**config.mk**
```make
export PLATFORM = sky130hd
export DESIGN_NAME = serial_char_tx
export DESIGN_NICKNAME = d
export VERILOG_FILES = /design/src/rtl/serial_link_pkg.sv /design/src/rtl/serial_char_tx_sync_fifo.sv /design/src/rtl/serial_char_tx.sv
export SDC_FILE = /design/constraint.sdc
export NUM_CORES = 1
export LEC_CHECK = 0
export BUFFER_PORTS_ARGS = -buffer_cell sky130_fd_sc_hd__buf_4
export CORE_MARGIN = 1
export CORE_UTILIZATION = 63
export CTS_CLUSTER_DIAMETER = 40
export CTS_CLUSTER_SIZE = 16
export DETAILED_ROUTE_END_ITERATION = 12
export GPL_TIMING_DRIVEN = 0
export PLACE_DENSITY = 0.83
export SYNTH_ARGS = -nofsm -noshare
export SYNTH_HDL_FRONTEND = slang
export SYNTH_SLANG_ARGS = --single-unit
```
**constraint.sdc**
```tcl
create_clock -name clk -period 4.5 [get_ports clk]
set_input_delay 0.9 -clock clk [delete_from_list [all_inputs] [get_ports clk]]
set_output_delay 0.9 -clock clk [all_outputs]
set_load 0.01 [all_outputs]
```
**src/rtl/serial_link_pkg.sv**
```systemverilog
// Shared types and helpers for the parametrised serial character link.
package serial_link_pkg;

  // Transmitter frame phases; every phase except IDLE lasts whole bit periods.
  typedef enum logic [2:0] {
    IDLE,
    START,
    DATA,
    PARITY,
    STOP
  } tx_state_t;

  // Widest character the link supports; the parity helper works on this width.
  localparam int MAX_DATA_W = 16;

  // Total bits on the line per character: start + data + optional parity + stops.
  function automatic int frame_bits(input int data_w, input int parity_en, input int stop_bits);
    return 1 + data_w + parity_en + stop_bits;
  endfunction

  // Parity of a character zero-extended to MAX_DATA_W (extension does not change it).
  function automatic logic parity_bit(input logic [MAX_DATA_W-1:0] data, input logic odd);
    return (^data) ^ odd;
  endfunction

endpackage

```
**src/rtl/serial_char_tx_sync_fifo.sv**
```systemverilog
// Synchronous FIFO with occupancy counter; read data is the current head (no bypass).
module sync_fifo #(
  parameter int WIDTH = 8,
  parameter int DEPTH = 4
) (
  input  logic             clk,
  input  logic             reset,
  input  logic             push,
  input  logic             pop,
  input  logic [WIDTH-1:0] wr_data,
  output logic [WIDTH-1:0] rd_data,
  output logic             full,
  output logic             empty
);

  localparam int PTR_W = $clog2(DEPTH);
  localparam int CNT_W = PTR_W + 1;

  logic [WIDTH-1:0] mem [DEPTH];
  logic [PTR_W-1:0] wr_ptr;
  logic [PTR_W-1:0] rd_ptr;
  logic [CNT_W-1:0] count;
  logic             do_push;
  logic             do_pop;

  // A push into a full FIFO is only accepted when the head leaves in the same cycle.
  assign do_pop  = pop && !empty;
  assign do_push = push && (!full || do_pop);

  assign full    = (count == CNT_W'(DEPTH));
  assign empty   = (count == '0);
  assign rd_data = mem[rd_ptr];

  // Pointers and occupancy; DEPTH is a power of two so pointers wrap naturally.
  always_ff @(posedge clk) begin
    if (reset) begin
      wr_ptr <= '0;
      rd_ptr <= '0;
      count  <= '0;
    end else begin
      if (do_push) wr_ptr <= wr_ptr + PTR_W'(1);
      if (do_pop)  rd_ptr <= rd_ptr + PTR_W'(1);
      case ({do_push, do_pop})
        2'b10:   count <= count + CNT_W'(1);
        2'b01:   count <= count - CNT_W'(1);
        default: count <= count;
      endcase
    end
  end

  // Character storage.
  // NOTE: the array is deliberately left out of reset; emptiness is tracked by
  // the counter alone, and an unreset array maps onto plain RAM/register files.
  always_ff @(posedge clk) begin
    if (do_push) mem[wr_ptr] <= wr_data;
  end

endmodule

```
**src/rtl/serial_char_tx.sv**
```systemverilog
// Parametrised serial character transmitter: FIFO-buffered, start/data/parity/stop framing.
module serial_char_tx
  import serial_link_pkg::*;
#(
  parameter int DATA_W       = 8,
  parameter int CLKS_PER_BIT = 16,
  parameter int FIFO_DEPTH   = 4,
  parameter int PARITY_EN    = 1,
  parameter int PARITY_ODD   = 0,
  parameter int STOP_BITS    = 1,
  localparam int FRAME_BITS  = frame_bits(DATA_W, PARITY_EN, STOP_BITS),
  localparam int BIC_W       = $clog2(FRAME_BITS + 1)
) (
  input  logic              clk,
  input  logic              reset,
  input  logic              load,
  input  logic [DATA_W-1:0] data_in,
  input  logic              transmit,
  output logic              tx_serial,
  output logic              busy,
  output logic [BIC_W-1:0]  bic,
  output logic              char_done,
  output logic              fifo_full,
  output logic              fifo_empty,
  output logic              overflow
);

  localparam int BAUD_W = $clog2(CLKS_PER_BIT);

  tx_state_t         state;
  tx_state_t         state_next;
  logic [BAUD_W-1:0] baud_cnt;
  logic [BIC_W-1:0]  bit_cnt;
  logic [DATA_W-1:0] shift_q;
  logic              parity_q;
  logic [DATA_W-1:0] fifo_head;
  logic              start_ok;
  logic              bit_end;
  logic              frame_end;
  logic              pop;

  sync_fifo #(
    .WIDTH (DATA_W),
    .DEPTH (FIFO_DEPTH)
  ) u_fifo (
    .clk     (clk),
    .reset   (reset),
    .push    (load),
    .pop     (pop),
    .wr_data (data_in),
    .rd_data (fifo_head),
    .full    (fifo_full),
    .empty   (fifo_empty)
  );

  // bit_cnt indexes the frame: 0 = start, 1..DATA_W = data, then parity, then stops.
  assign start_ok  = transmit && !fifo_empty;
  assign bit_end   = (state != IDLE) && (baud_cnt == BAUD_W'(CLKS_PER_BIT - 1));
  assign frame_end = (state == STOP) && bit_end && (bit_cnt == BIC_W'(FRAME_BITS - 1));
  assign pop       = start_ok && ((state == IDLE) || frame_end);

  // State register.
  // NOTE: clocked state uses non-blocking assignments so every flop samples
  // pre-edge values regardless of process ordering.
  always_ff @(posedge clk) begin
    if (reset) state <= IDLE;
    else       state <= state_next;
  end

  // Next-state selection; transmit matters only in IDLE and at the end of STOP.
  always_comb begin
    // NOTE: default first so every path assigns state_next and no latch is inferred.
    state_next = state;
    unique case (state)
      IDLE:    if (start_ok) state_next = START;
      START:   if (bit_end) state_next = DATA;
      DATA:    if (bit_end && (bit_cnt == BIC_W'(DATA_W)))
                 state_next = (PARITY_EN != 0) ? PARITY : STOP;
      PARITY:  if (bit_end) state_next = STOP;
      STOP:    if (frame_end) state_next = start_ok ? START : IDLE;
      default: state_next = IDLE;
    endcase
  end

  // Baud timing, frame bit counter, and the character/parity captured at pop time.
  always_ff @(posedge clk) begin
    if (reset) begin
      baud_cnt <= '0;
      bit_cnt  <= '0;
      shift_q  <= '0;
      parity_q <= 1'b0;
    end else if (pop) begin
      baud_cnt <= '0;
      bit_cnt  <= '0;
      shift_q  <= fifo_head;
      parity_q <= parity_bit(MAX_DATA_W'(fifo_head), 1'(PARITY_ODD));
    end else if (state == IDLE) begin
      baud_cnt <= '0;
      bit_cnt  <= '0;
    end else if (bit_end) begin
      baud_cnt <= '0;
      bit_cnt  <= frame_end ? '0 : bit_cnt + BIC_W'(1);
      if (state == DATA) shift_q <= shift_q >> 1;
    end else begin
      baud_cnt <= baud_cnt + BAUD_W'(1);
    end
  end

  // Sticky flag: a load arrived while full and nothing left the FIFO that cycle.
  always_ff @(posedge clk) begin
    if (reset)                           overflow <= 1'b0;
    else if (load && fifo_full && !pop)  overflow <= 1'b1;
  end

  // Line level and status derived from the current phase.
  always_comb begin
    tx_serial = 1'b1;
    unique case (state)
      START:   tx_serial = 1'b0;
      DATA:    tx_serial = shift_q[0];
      PARITY:  tx_serial = parity_q;
      default: tx_serial = 1'b1;
    endcase
    busy      = (state != IDLE);
    char_done = frame_end;
    // The bit being sent counts as done on the last cycle of its period.
    bic       = bit_cnt + BIC_W'(bit_end);
  end

endmodule

```
# After elaboration in Yosys (flattened, before gate mapping)

Memories as Yosys holds them, arrays and structs flattened. A register that Yosys moved wholly into a read port is not among the register bits.
Index checks and enable logic that the tools add are counted.

Bits in writable memories: 32
Bits of input ports: 12
Logic and storage cells: 77
Register bits after elaboration: 28
Memories: 1
Output and inout port bits: 10

Memories:

| name       | depth | bits a word | read ports | clocked after Yosys merged registers in | write ports | line                           | source |
|---|---|---|---|---|---|---|---|
| u_fifo.mem | 4     | 8           | 1          | 1                                       | 1           | serial_char_tx_sync_fifo.sv:19 | `logic [WIDTH-1:0] mem [DEPTH];` |

Muxes and demuxes: 18
Equal/unequal tests: 16
Add/sub/neg operators: 7
Reductions and logical operators: 26

Operators with widths:

| operator                                             | number |
|---|---|
| two-way mux 8 bit                                    | 4 |
| XOR reduction 16 bit                                 | 1 |
| two-way mux 3 bit                                    | 5 |
| case mux 3 bit (5 select lines)                      | 1 |
| equality test 4 bit (second input constant)          | 3 |
| inequality test 2 bit (second input constant)        | 6 |
| logical AND 1 bit                                    | 10 |
| adder 4 x 1 -> 4 bit (second input constant)         | 2 |
| equality test 3 x 2 -> 1 bit (second input constant) | 2 |
| equality test 3 bit (second input constant)          | 2 |
| zero test 3 bit                                      | 2 |
| case mux 3 bit (2 select lines)                      | 1 |
| nonzero test 2 bit                                   | 3 |
| AND reduction 5 bit                                  | 1 |
| adder 2 x 1 -> 2 bit (second input constant)         | 2 |
| adder 4 x 1 -> 4 bit                                 | 1 |
| two-way mux 2 bit                                    | 2 |
| two-way mux 4 bit                                    | 1 |
| OR reduction 4 bit                                   | 1 |
| adder 3 x 1 -> 3 bit (second input constant)         | 1 |
| equality test 3 x 1 -> 1 bit (second input constant) | 1 |
| zero test 1 bit                                      | 3 |
| two-way mux 1 bit                                    | 3 |
| case mux 1 bit (3 select lines)                      | 1 |
| other kinds (7)                                      | 8 |

# Logic depth before layout (Yosys ltp)

Gate-level depths: netlist of the first run.

Word-level depth: 11
Gate-level depth with buffers: 10
Depth with buffers taken out: 10

# Modules after synthesis

A second synthesis of the first run with hierarchy kept.

Cell total of the unflattened synthesis: 236
Area total of the unflattened synthesis: 2945.3 um2

By module, submodules not included:

| module         | seq. area each (um2) | area an instance (um2) | times used | cells each |
|---|---|---|---|---|
| sync_fifo      | 1141.1               | 1691.6                 | 1          | 101 |
| serial_char_tx | 420.4                | 1253.7                 | 1          | 135 |

# Least setup slack after synthesis of the first run

Ideal clock, no wire load.

Path type: reg2out
Start point: reg state[2]
End point: out bic[2]
Setup slack: 1.875 ns
Data required time: 3.600 ns
Buffers on the path: 1
Arrival time: 1.725 ns
Stages on the path, launching flop included: 9
Cell sequence: dfxtp_1 > clkbuf_1 > nor3_1 > inv_1 > nand2_1 > inv_1 > ha_1 > ha_1 > xor2_1

Cells in the longest elaborated chain, start to end: 3

RTL lines:

| element                  | line                  | source |
|---|---|---|
| start: declaration       | serial_char_tx.sv:30  | `tx_state_t state;` |
| start signal: assignment | serial_char_tx.sv:67  | `else state <= state_next;` |
| nonzero test 3 bit       | n/a                   |  |
| net busy                 | serial_char_tx.sv:20  | `output logic busy,` |
| logical AND 1 bit        | serial_char_tx.sv:58  | `assign bit_end = (state != IDLE) && (baud_cnt == BAUD_W'(CLKS_PER_BIT - 1));` |
| adder 4 x 1 -> 4 bit     | serial_char_tx.sv:127 | `bic = bit_cnt + BIC_W'(bit_end);` |
| end: declaration         | serial_char_tx.sv:21  | `output logic [BIC_W-1:0] bic,` |

The timed path passes the listed nets, and every way through them passes these cells.

# Final worst setup path of the first run

Start point: reg state[2]
End point: out bic[2]

Cells in the longest elaborated chain, start to end: 3

RTL lines:

| element              | line |
|---|---|
| nonzero test 3 bit   | serial_char_tx.sv:58 |
| logical AND 1 bit    | serial_char_tx.sv:58 |
| adder 4 x 1 -> 4 bit | serial_char_tx.sv:127 |

Every way passes these cells.

==> results of run 1 <==
-- power by group through the flow --
stage	Combinational [W]	Sequential (W)	Clock, W
5_1_grt	0.000401	0.000686	0.000511
6_report	0.000359	0.000680	0.000483
4_1_cts	0.000360	0.000680	0.000490
3_5_place_dp	0.000356	0.000693	0
2_1_floorplan	0.000276	0.000685	0
3_3_place_gp	0.000349	0.000691	0
-- cell families after synthesis --
logic type	after synthesis	share of synthesized area [%]
buffers and inverters	21	3.19
AOI/OAI and AO/OA	45	10.2
DFF	62	56.1
muxes	10	7.19
adders and majority gates	11	5.21
xor gates and xnor gates	14	4.40
and+or+nand+nor	70	13.7
-- worst register-to-register path: cells and delay by family, from the launching register on --
kind                     cells  cell delay, ns
AND/OR/NAND/NOR              4            0.85
adder cells (fa/ha/maj)      2            0.61
flip-flops                   1            0.36
AO/OA/AOI/OAI                2            0.32
buffers and inverters        2            0.38
-- per-stage QoR --
stage          utilization [%]  instance area (sq um)  power, W  std cells
2_1_floorplan                -                   2780  0.000961        233
3_3_place_gp              73.0                   3000   0.00104        304
3_5_place_dp              73.0                   3000   0.00105        304
4_1_cts                   77.8                   3200   0.00153        320
5_1_grt                   77.8                   3200   0.00160        320
6_report                  77.8                   3200   0.00152        320
-- cells in the final DEF (no fill, tap or decap), types with 2 or more instances in the layout --
cell,n
xnor2_1,10
clkinvlp_4,2
clkbuf_1,7
clkinv_4,3
clkbuf_8,9
edfxtp_1,32
nor2_1,17
a211oi_1,2
inv_1,11
and3_1,7
nand2b_1,2
nand3b_1,2
a21oi_1,17
nor3_1,11
a22oi_1,7
nand3_1,8
mux4_2,8
buf_4,21
ha_1,10
xor2_1,4
dfxtp_1,30
a31oi_1,2
o21ai_0,5
nand2_1,13
mux2i_1,2
o31ai_1,3
o21ai_1,2
nor3b_1,2
-- sequential cells by signal, summed over array words and instances (netlist names), named ones only --
signal,flops
shift_q,8
state,3
u_fifo.wr_ptr,2
u_fifo.rd_ptr,2
u_fifo.count,3
baud_cnt,4
parity_q,1
u_fifo.mem,32
bit_cnt,4
overflow,1
-- layer usage --
metal	share of wire [%]	vias up
li1	-	927
met1	42	919
met2	51	39
met3	4.3	13
met4	2.5	0
met5	0	-
-- final timing paths --
path              depth (start not counted)              end  slack (ns)
setup / recovery                          9           bic[2]        1.26
hold / removal                            1      baud_cnt[0]        0.45
setup reg to reg                         10  u_fifo.count[2]        1.92
hold reg to reg                           1      baud_cnt[0]        0.45
-- area by class of cell --
class	instances	area [sq um]	area share, %
Multi-Input combinational cell	150	1130	35.4
Inverter	11	41.3	1.29
Clock inverter	7	75.1	2.34
Sequential cell	62	1560	48.8
Buffer	10	47.5	1.48
Clock buffer	9	124	3.87
Timing Repair Buffer	21	158	4.92
Tap cell	50	62.6	1.95
==> flow_summary_export.csv, run 1 <==
group,metric,value,unit
flow_run,cap_violations,0,
global_route,use_met3,6.83,%
pwr,power_density,475,nW/um^2
synth,seq_area_frac_synth,56.1,%
routing,vias,1898,
floorplan,die_area,4690,sq um
critical_path,crit_start,"state[2]",
synth,synth_top_area_share,34.5,%
global_route,met1_usage,28.6,%
sta,fmax,0.308,GHz
critical_path,cp.arrival,2.34,ns
global_route,grtUsageMet2,42.5,%
synth,synth_edf_count,32,
routing,wirelength,4990,um
pwr,comb_power_share,23.6,%
placed_design,io_buffers,21,
pwr,pwr-share-clk,31.7,%
routing,first_pass_iters,4,
sta,layout_min_cycle_time,3.24,ns
critical_path,slowest_stage,"nor3_1",
outcome,outcome,"completed",
sta,setup_viol,0,
sta,fin_hold_ws,0.453,ns
final_layout,syn_to_final_growth,15.1,%
cts,cts_tree,"built",
global_route,grt_pass1_wl,8060,um
synth,ys_async_sr_fraction,0,%
sta,worst_clock_skew,0.00993,ns
hold_path,min_path_type,"reg -> reg",
global_route,grt_start_max_net_pins,13,
pwr,ir_drop,0.322,mV
global_route,overflow,0,
placed_design,place_ws,1.64,ns
synth,avgSynthCellArea,11.9,sq um
routing,ant_nets,0,
floorplan,rows,23,
placed_design,place_hpwl,3490,um
floorplan,io_pins,22,
placed_design,gp_congestion,0.793,
critical_path,endpoint_kind,"primary output",
cts,insertion_delay,0.35,ns
final_layout,diodes,0,
cts,ctsResizeCount,0,
synth,synth_nets,256,
sta,fin_ws,1.26,ns
final_layout,drive_gt1_share,19.3,%
critical_path,cp_data_required_time,3.60,ns
global_route,antenna_found_initial,0,
synth,synth_seq_cells,62,
cts,numCtsBuffers,9,
synth,ys_types,43,
critical_path,start_kind,"flip-flop",
critical_path,crit_path_cell_trace,"clkbuf_1, nor3_1, inv_1, nand2_1, inv_1, ha_1, ha_1, xor2_1, buf_4",
global_route,grt_pass1_vias,1798,
synth,yosysMostFrequentCell,"edfxtp_1",
synth,synth_ff_type,"edfxtp_1",
cts,clock_path_buffers,2,
sta,hold_viol_final,0,
cts,cts-root-buf,"clkbuf_8",
critical_path,max_stage_delay,0.40,ns
synth,syn-instance-count,233,
sta,finalMaxSlewViolations,0,
cts,ctsHtreeMaxLevel,3,
sta,rsz0062_at_grt,"no",
routing,wire_per_inst,15.6,um
global_route,groute.usage.overall,25.1,%
routing,route.detailed.drc,0,
sta,slew_headroom,63.3,%
cts,cts_hold_buf,0,
pwr,p_sw,0.000449,W
floorplan,core,4120,sq um
pwr,power.leakage,1.17,nW
pwr,p_int,0.00107,W
critical_path,cp_num_buf_inv,4,
synth,netlist_top_cells_area,"edfxtp_1, dfxtp_1, mux4_2",
floorplan,die_h,68.5,um
critical_path,cp_max_fo,10,
pwr,swShare,29.5,%
synth,syn-cell-area,2780,sq um
floorplan,start_util,67.6,%
final_layout,nets,288,
final_layout,fillCellCount,258,
cts,cts_setup_buffers,0,
critical_path,path_delay_family,"simple AND/OR/NAND/NOR gates",
sta,fin_crit_sh,72.1,%
pwr,p_seq_share,44.7,%
critical_path,timing.rr.start,"baud_cnt[0]",
synth,synth_top_area_cell,"edfxtp_1",
hold_path,hold_path_startpoint,"baud_cnt[0]",
cts,path_clk_slew,0.08,ns
routing,viasPerCell,5.93,
global_route,grt_most_used_layer,"met2",
cts,cts_sinks,62,
synth,synth_warnings,0,
critical_path,critPathKind,"reg -> out",
sta,tightest_slew,0.546,ns
floorplan,die_x,68.5,um
sta,tns,0,ns
synth,synth_common_cells,"edfxtp_1, dfxtp_1, a21oi_1, nor2_1, nand2_1",
routing,dr.first_iter.drc_count,116,
(Power assumes the default switching activity.)
==> inputs of run 2 (changes only) <==
--- a/config.mk
+++ b/config.mk
@@ -5,14 +5,15 @@
 export SDC_FILE = /design/constraint.sdc
 export NUM_CORES = 1
 export LEC_CHECK = 0
+export ABC_AREA = 1
 export BUFFER_PORTS_ARGS = -buffer_cell sky130_fd_sc_hd__buf_4
 export CORE_MARGIN = 1
-export CORE_UTILIZATION = 63
+export CORE_UTILIZATION = 54
 export CTS_CLUSTER_DIAMETER = 40
 export CTS_CLUSTER_SIZE = 16
 export DETAILED_ROUTE_END_ITERATION = 12
 export GPL_TIMING_DRIVEN = 0
-export PLACE_DENSITY = 0.83
+export PLACE_DENSITY = 0.75
 export SYNTH_ARGS = -nofsm -noshare
 export SYNTH_HDL_FRONTEND = slang
 export SYNTH_SLANG_ARGS = --single-unit
==> constraint.sdc (replaced) <==
create_clock -name clk -period 2.75 [get_ports clk]
set_input_delay 0.55 -clock clk [delete_from_list [all_inputs] [get_ports clk]]
set_output_delay 0.55 -clock clk [all_outputs]
set_load 0.01 [all_outputs]
==> run 2 against run 1 <==
Net effect: non-clock buffer count is the same; clock-buffer cell count grew 6; synthesized cell count grew 61%; critical path depth is the same; area after synthesis grew 11%; cell area grew 9.4%; via count grew 29%; die area grew 28%; sequential share of layout area shrank 4.2 points; total power grew 91%.
==> flow_summary_export.csv, run 2 <==
group,metric,value,unit
synth,avgSynthCellArea,8.21,sq um
sta,tightest_slew,0.916,ns
cts,path_clk_slew,0.07,ns
placed_design,place_hpwl,4240,um
global_route,overflow,0,
routing,viasPerCell,5.06,
pwr,ir_drop,0.414,mV
synth,synth_common_cells,"nand2_1, nand3_1, inv_1",
hold_path,min_path_type,"in -> reg",
critical_path,rrSetupSlack,0.31,ns
floorplan,rows,27,
placed_design,place_ws,0.287,ns
sta,tns,0,ns
global_route,antenna_found_initial,0,
floorplan,die_h,77.6,um
critical_path,cp.arrival,2.39,ns
critical_path,r2r_end,"u_fifo.mem[0][2]",
critical_path,endpoint_kind,"flip-flop",
synth,synth_ff_type,"edfxtp_1",
final_layout,syn_to_final_growth,13.6,%
final_layout,layout_commonest_cell,"nand2_1",
critical_path,cp_data_required_time,2.70,ns
outcome,outcome,"completed",
sta,worst_clock_skew,0.00883,ns
floorplan,start_util,56.0,%
global_route,groute.usage.overall,21.7,%
cts,cts_setup_buffers,0,
final_layout,largest_register_ffs,32,
cts,clock_path_buffers,2,
pwr,power.leakage,1.56,nW
sta,fin_crit_sh,88.6,%
routing,route.detailed.drc,0,
final_layout,mostFrequentLayoutCells,"nand2_1, nand3_1, inv_1",
sta,layout_min_cycle_time,2.44,ns
sta,setup_viol,0,
hold_path,min_to,"u_fifo.mem[1][7]",
sta,rsz0062_at_grt,"no",
critical_path,timing.rr.start,"bit_cnt[1]",
final_layout,nets,431,
placed_design,io_buffers,21,
routing,ant_nets,0,
placed_design,gp_congestion,0.826,
hold_path,hold_depth,1,
synth,synth_top_area_share,31.1,%
cts,insertion_delay,0.33,ns
synth,netlist_top_cells_area,"edfxtp_1, dfxtp_1, nand2_1",
cts,cts_sinks,62,
hold_path,hold_path_startpoint,"data_in[7]",
synth,synth_edf_count,32,
cts,ctsHtreeMaxLevel,3,
synth,ys_async_sr_fraction,0,%
global_route,grt_pass1_wl,9930,um
final_layout,postLayoutCellArea,3500,sq um
cts,numCtsBuffers,9,
routing,first_pass_iters,4,
sta,hold_viol_final,0,
synth,synth_top_area_cell,"edfxtp_1",
routing,wire_per_inst,11.9,um
synth,seq_area_frac_synth,50.6,%
synth,ys_types,32,
sta,fin_hold_ws,0.415,ns
routing,wirelength,5770,um
cts,cts_tree,"built",
global_route,grt_start_max_net_pins,11,
final_layout,fillCellCount,469,
cts,cts-root-buf,"clkbuf_8",
cts,ctsResizeCount,0,
routing,vias,2455,
pwr,total_power,0.00291,W
critical_path,critPathKind,"reg -> reg",
floorplan,io_pins,22,
synth,synth_seq_cells,62,
synth,synth_nets,399,
flow_run,cap_violations,0,
final_layout,regMostFlops,"u_fifo.mem",
synth,syn-instance-count,376,
floorplan,core,5510,sq um
critical_path,worstRegToRegCells,9,
synth,yosysMostFrequentCell,"nand2_1",
floorplan,die_area,6020,sq um
sta,slew_headroom,38.7,%
synth,syn-cell-area,3090,sq um
critical_path,start_kind,"flip-flop",
critical_path,crit_start,"bit_cnt[1]",
floorplan,die_x,77.6,um
final_layout,drive_gt1_share,14.0,%
placed_design,place_area,3330,sq um
sta,fmax,0.410,GHz
sta,finalMaxSlewViolations,0,
cts,cts_hold_buf,0,
synth,synth_warnings,0,
final_layout,diodes,0,
routing,dr.first_iter.drc_count,79,
pwr,power_density,829,nW/um^2
sta,fin_ws,0.313,ns
global_route,grt_pass1_vias,2259,
final_layout,reg_top3,"u_fifo.mem: 32 flops, shift_q: 8 flops",
critical_path,cp_max_fo,8,
==> run 2: cell families (layout without fill, tap and decap cells) <==
kind of cell / after synthesis / count (layout) / share of synthesized area, %
and+or+nand+nor: 217 / 217 / 30.2
DFF: 62 / 62 / 50.6
buffers and inverters: 49 / 86 / 7.42
AOI/OAI and AO/OA: 32 / 32 / 5.68
adders and majority gates: 11 / 11 / 4.70
xor gates and xnor gates: 5 / 5 / 1.42
==> run 2: how the worst max path moves through the flow <==
stage	to	slack, ns	cells after the start
global route	u_fifo.mem[1][4]	0.12	9
finish	u_fifo.mem[0][2]	0.31	9
global placement	u_fifo.mem[0][3]	0.42	9
floorplan	u_fifo.count[2]	0.81	13
CTS	u_fifo.mem[0][2]	0.25	9
detailed placement	u_fifo.mem[0][1]	0.29	9
==> run 2: power by group <==
| group | internal (W) | switching [W] |
|---|---|---|
| registers | 0.00110 | 0.0000673 |
| clock network | 0.000377 | 0.000324 |
| logic | 0.000375 | 0.000662 |
==> run 2: through the flow <==
step           cells  utilization (%)
2_1_floorplan    376                -
3_3_place_gp     469             60.5
6_report         485             63.6
4_1_cts          485             63.6
5_1_grt          485             63.6
3_5_place_dp     469             60.5
==> run 2: cell type report <==
type	instances	area, sq um	share of cell area, %
sequential	62	1560	44.6
clock inverter	1	5.00	0.143
buffer	10	75.1	2.14
multi-input combinational	265	1290	37.0
inverter	39	154	4.39
timing repair buffer	21	158	4.50
tap	72	90.1	2.57
clock buffer	15	166	4.75
==> run 2: per-layer routing <==
metal  track usage (%)  wire, um
met3              4.59       191
met1              25.8      2590
met2              35.8      2860
met5                 0         0
met4              13.4       131
==> run 2: worst max-delay path, stage by stage, from the launching register on <==
cell     delay (ns)
dfxtp_1        0.46
ha_1           0.19
nand3_1        0.09
nor2_2         0.16
nand2_2        0.10
nand2_2        0.08
nand2_4        0.08
nand2_1        0.08
nand2_2        0.10
nor2_1         0.71
==> inputs of run 3 (changes only) <==
--- a/config.mk
+++ b/config.mk
@@ -8,12 +8,13 @@
 export ABC_AREA = 1
 export BUFFER_PORTS_ARGS = -buffer_cell sky130_fd_sc_hd__buf_4
 export CORE_MARGIN = 1
-export CORE_UTILIZATION = 54
+export CORE_UTILIZATION = 53
 export CTS_CLUSTER_DIAMETER = 40
 export CTS_CLUSTER_SIZE = 16
 export DETAILED_ROUTE_END_ITERATION = 12
 export GPL_TIMING_DRIVEN = 0
-export PLACE_DENSITY = 0.75
+export PLACE_DENSITY = 0.74
 export SYNTH_ARGS = -nofsm -noshare
 export SYNTH_HDL_FRONTEND = slang
+export SYNTH_HIERARCHICAL = 1
 export SYNTH_SLANG_ARGS = --single-unit
==> run 3 against run 2 <==
Net effect: global-route usage down 0.35 points; largest cell class unchanged; worst hold slack lost 0.016 ns; cell area decreased by 3.7%; final cell count fell by 14%.
==> flow_summary_export.csv, run 3 <==
group,metric,value,unit
outcome,outcome,"completed",
sta,hold_viol_final,0,
synth,avgSynthCellArea,9.46,sq um
routing,ant_nets,0,
critical_path,cp_max_fo,5,
global_route,grt_pass1_vias,2148,
flow_run,cap_violations,0,
floorplan,die_h,76.3,um
critical_path,cp_data_required_time,2.20,ns
cts,clock_path_buffers,2,
final_layout,largest_register_ffs,32,
placed_design,place_hpwl,3840,um
global_route,groute.usage.overall,21.3,%
sta,fin_crit_sh,90.9,%
cts,path_clk_slew,0.07,ns
synth,yosysMostFrequentCell,"nor2_1",
floorplan,start_util,56.2,%
final_layout,regMostFlops,"u_fifo/mem",
cts,cts_sinks,62,
synth,synth_seq_cells,62,
global_route,antenna_found_initial,0,
pwr,p_int,0.00180,W
synth,synthAdderAreaFrac,4.97,%
critical_path,crit_path_cell_trace,"ha_1, nand3_2, nor2_4, ha_1, ha_1, xor2_1, buf_4",
synth,seq_area_frac_synth,53.4,%
final_layout,nets,364,
placed_design,gp_congestion,0.847,
pwr,swShare,34.6,%
routing,viasPerCell,5.26,
placed_design,dp.cells,400,
sta,slew_headroom,48.2,%
pwr,power.leakage,1.38,nW
sta,tns,0,ns
pwr,pwr-share-clk,29.0,%
routing,wirelength,5440,um
synth,synth_compound_area_share,10.6,%
synth,syn-instance-count,309,
sta,finalMaxSlewViolations,0,
synth,synth_warnings,6,
routing,wire_per_inst,13.1,um
critical_path,cp_common_cell,"ha_1",
sta,layout_min_cycle_time,2.50,ns
pwr,p_sw,0.000950,W
final_layout,syn_to_final_growth,15.5,%
final_layout,seqCellArea,1560,sq um
synth,synthXorXnorAreaFrac,3.90,%
critical_path,max_stage_delay,0.36,ns
pwr,total_power,0.00275,W
cts,cts-root-buf,"clkbuf_8",
synth,synth_top_family_by_area,"simple AND/OR/NAND/NOR gates",
synth,synth_common_cells,"nor2_1, inv_1, nand2_1",
final_layout,fillCellCount,436,
sta,worst_clock_skew,0.00858,ns
final_layout,fin_cells,416,
routing,vias,2188,
placed_design,place_ws,0.244,ns
synth,synthSimpleGateAreaFrac,20.9,%
sta,setup_viol,0,
synth,netlist_top_cells_area,"edfxtp_1, dfxtp_1, nor2_1",
floorplan,io_pins,22,
sta,tightest_slew,0.774,ns
final_layout,drive_gt1_share,17.9,%
pwr,comb_power_share,29.9,%
synth,ys_async_sr_fraction,0,%
synth,synth_top_area_share,32.9,%
placed_design,io_buffers,21,
global_route,overflow,0,
synth,ys_types,34,
cts,cts_tree,"built",
cts,cts_setup_buffers,0,
cts,numCtsBuffers,9,
pwr,power_density,814,nW/um^2
synth,synth_mux_area_share,0,%
final_layout,reg_top3,"u_fifo/mem: 32 flops, shift_q: 8 flops",
routing,dr.first_iter.drc_count,185,
final_layout,multi_input_area,1190,sq um
floorplan,rows,26,
final_layout,mostFrequentLayoutCells,"nor2_1, inv_1, nand2_1",
cts,insertion_delay,0.35,ns
floorplan,die_x,76.3,um
critical_path,endpoint_kind,"primary output",
synth,syn-cell-area,2920,sq um
floorplan,core,5200,sq um
global_route,grt_start_max_net_pins,13,
sta,fin_ws,0.250,ns
global_route,grt_pass1_wl,9540,um
routing,route.detailed.drc,0,
final_layout,layout_commonest_cell,"nor2_1",
synth,synth_edf_count,32,
final_layout,diodes,0,
hold_path,min_path_type,"in -> reg",
pwr,p_seq_share,41.2,%
critical_path,slowest_stage,"dfxtp_1",
pwr,ir_drop,0.532,mV
cts,ctsHtreeMaxLevel,3,
synth,synth_top_area_cell,"edfxtp_1",
critical_path,critPathKind,"reg -> out",
routing,first_pass_iters,4,
critical_path,cp.arrival,1.95,ns
final_layout,post-route-util,64.9,%
synth,synth_ff_type,"edfxtp_1",
synth,synth_nets,332,
sta,fmax,0.400,GHz
floorplan,die_area,5820,sq um
sta,rsz0062_at_grt,"no",
critical_path,start_kind,"flip-flop",
run 3: power groups by stage:
stage / Sequential, W / Clock, W / Combinational [W]
floorplan: 0.00114 / 0 / 0.000622
global route: 0.00114 / 0.000852 / 0.000930
CTS: 0.00113 / 0.000803 / 0.000818
detailed placement: 0.00115 / 0 / 0.000815
global placement: 0.00115 / 0 / 0.000801
finish: 0.00113 / 0.000795 / 0.000820
run 3: final timing paths:
check              startpoint               end  slack (ns)  cells past startpoint
setup / recovery  baud_cnt[0]            bic[2]        0.25                      7
hold / removal     data_in[0]  u_fifo/mem[1][0]        0.40                      1
setup reg to reg   bit_cnt[1]  u_fifo/mem[2][7]        0.27                      9
hold reg to reg   baud_cnt[0]       baud_cnt[0]        0.46                      1
run 3: layer usage:
metal,GRT usage [%],wire (um),vias to the layer above
met5,0,0,-
met4,10.4,106,0
met3,5.87,262,10
met2,35.7,2720,49
met1,25.2,2350,1023
li1,-,-,1106
run 3: timing repair:
| item | in CTS | in global routing |
|---|---|---|
| setup endpoints to repair | 0 | 1 |
| gates resized for setup | 0 | 2 |
| hold buffers | 0 | 0 |
run 3: cell type report:
type,count,share of cell area [%]
inverters,42,4.67
clock inverters,7,2.19
multi-input cells,201,35.2
well taps,70,2.59
repair buffers,21,4.67
clock buffers,9,3.67
plain buffers,4,0.741
flip-flops and latches,62,46.3
run 3: critical path: cells and delay by family, from the launching register on:
family,cells,cell delay [ns]
DFF,1,0.36
adders and majority gates,3,0.58
and+or+nand+nor,2,0.39
buffers and inverters,1,0.14
xor gates and xnor gates,1,0.15
run 3: kinds of logic (layout without fill, tap and decap cells):
| logic type | after synthesis | after routing |
|---|---|---|
| AOI/OAI and AO/OA | 54 | 54 |
| xor gates and xnor gates | 13 | 13 |
| adders and majority gates | 11 | 11 |
| buffers and inverters | 46 | 83 |
| DFF | 62 | 62 |
| and+or+nand+nor | 123 | 123 |
run 3: metrics by stage:
stage | area (sq um) | hold WS (ns)
6_report | 3380 | 0.399
5_1_grt | 3380 | 0.392
4_1_cts | 3370 | 0.396
3_5_place_dp | 3170 | 0.441
3_3_place_gp | 3170 | 0.433
2_1_floorplan | 2920 | 0.418
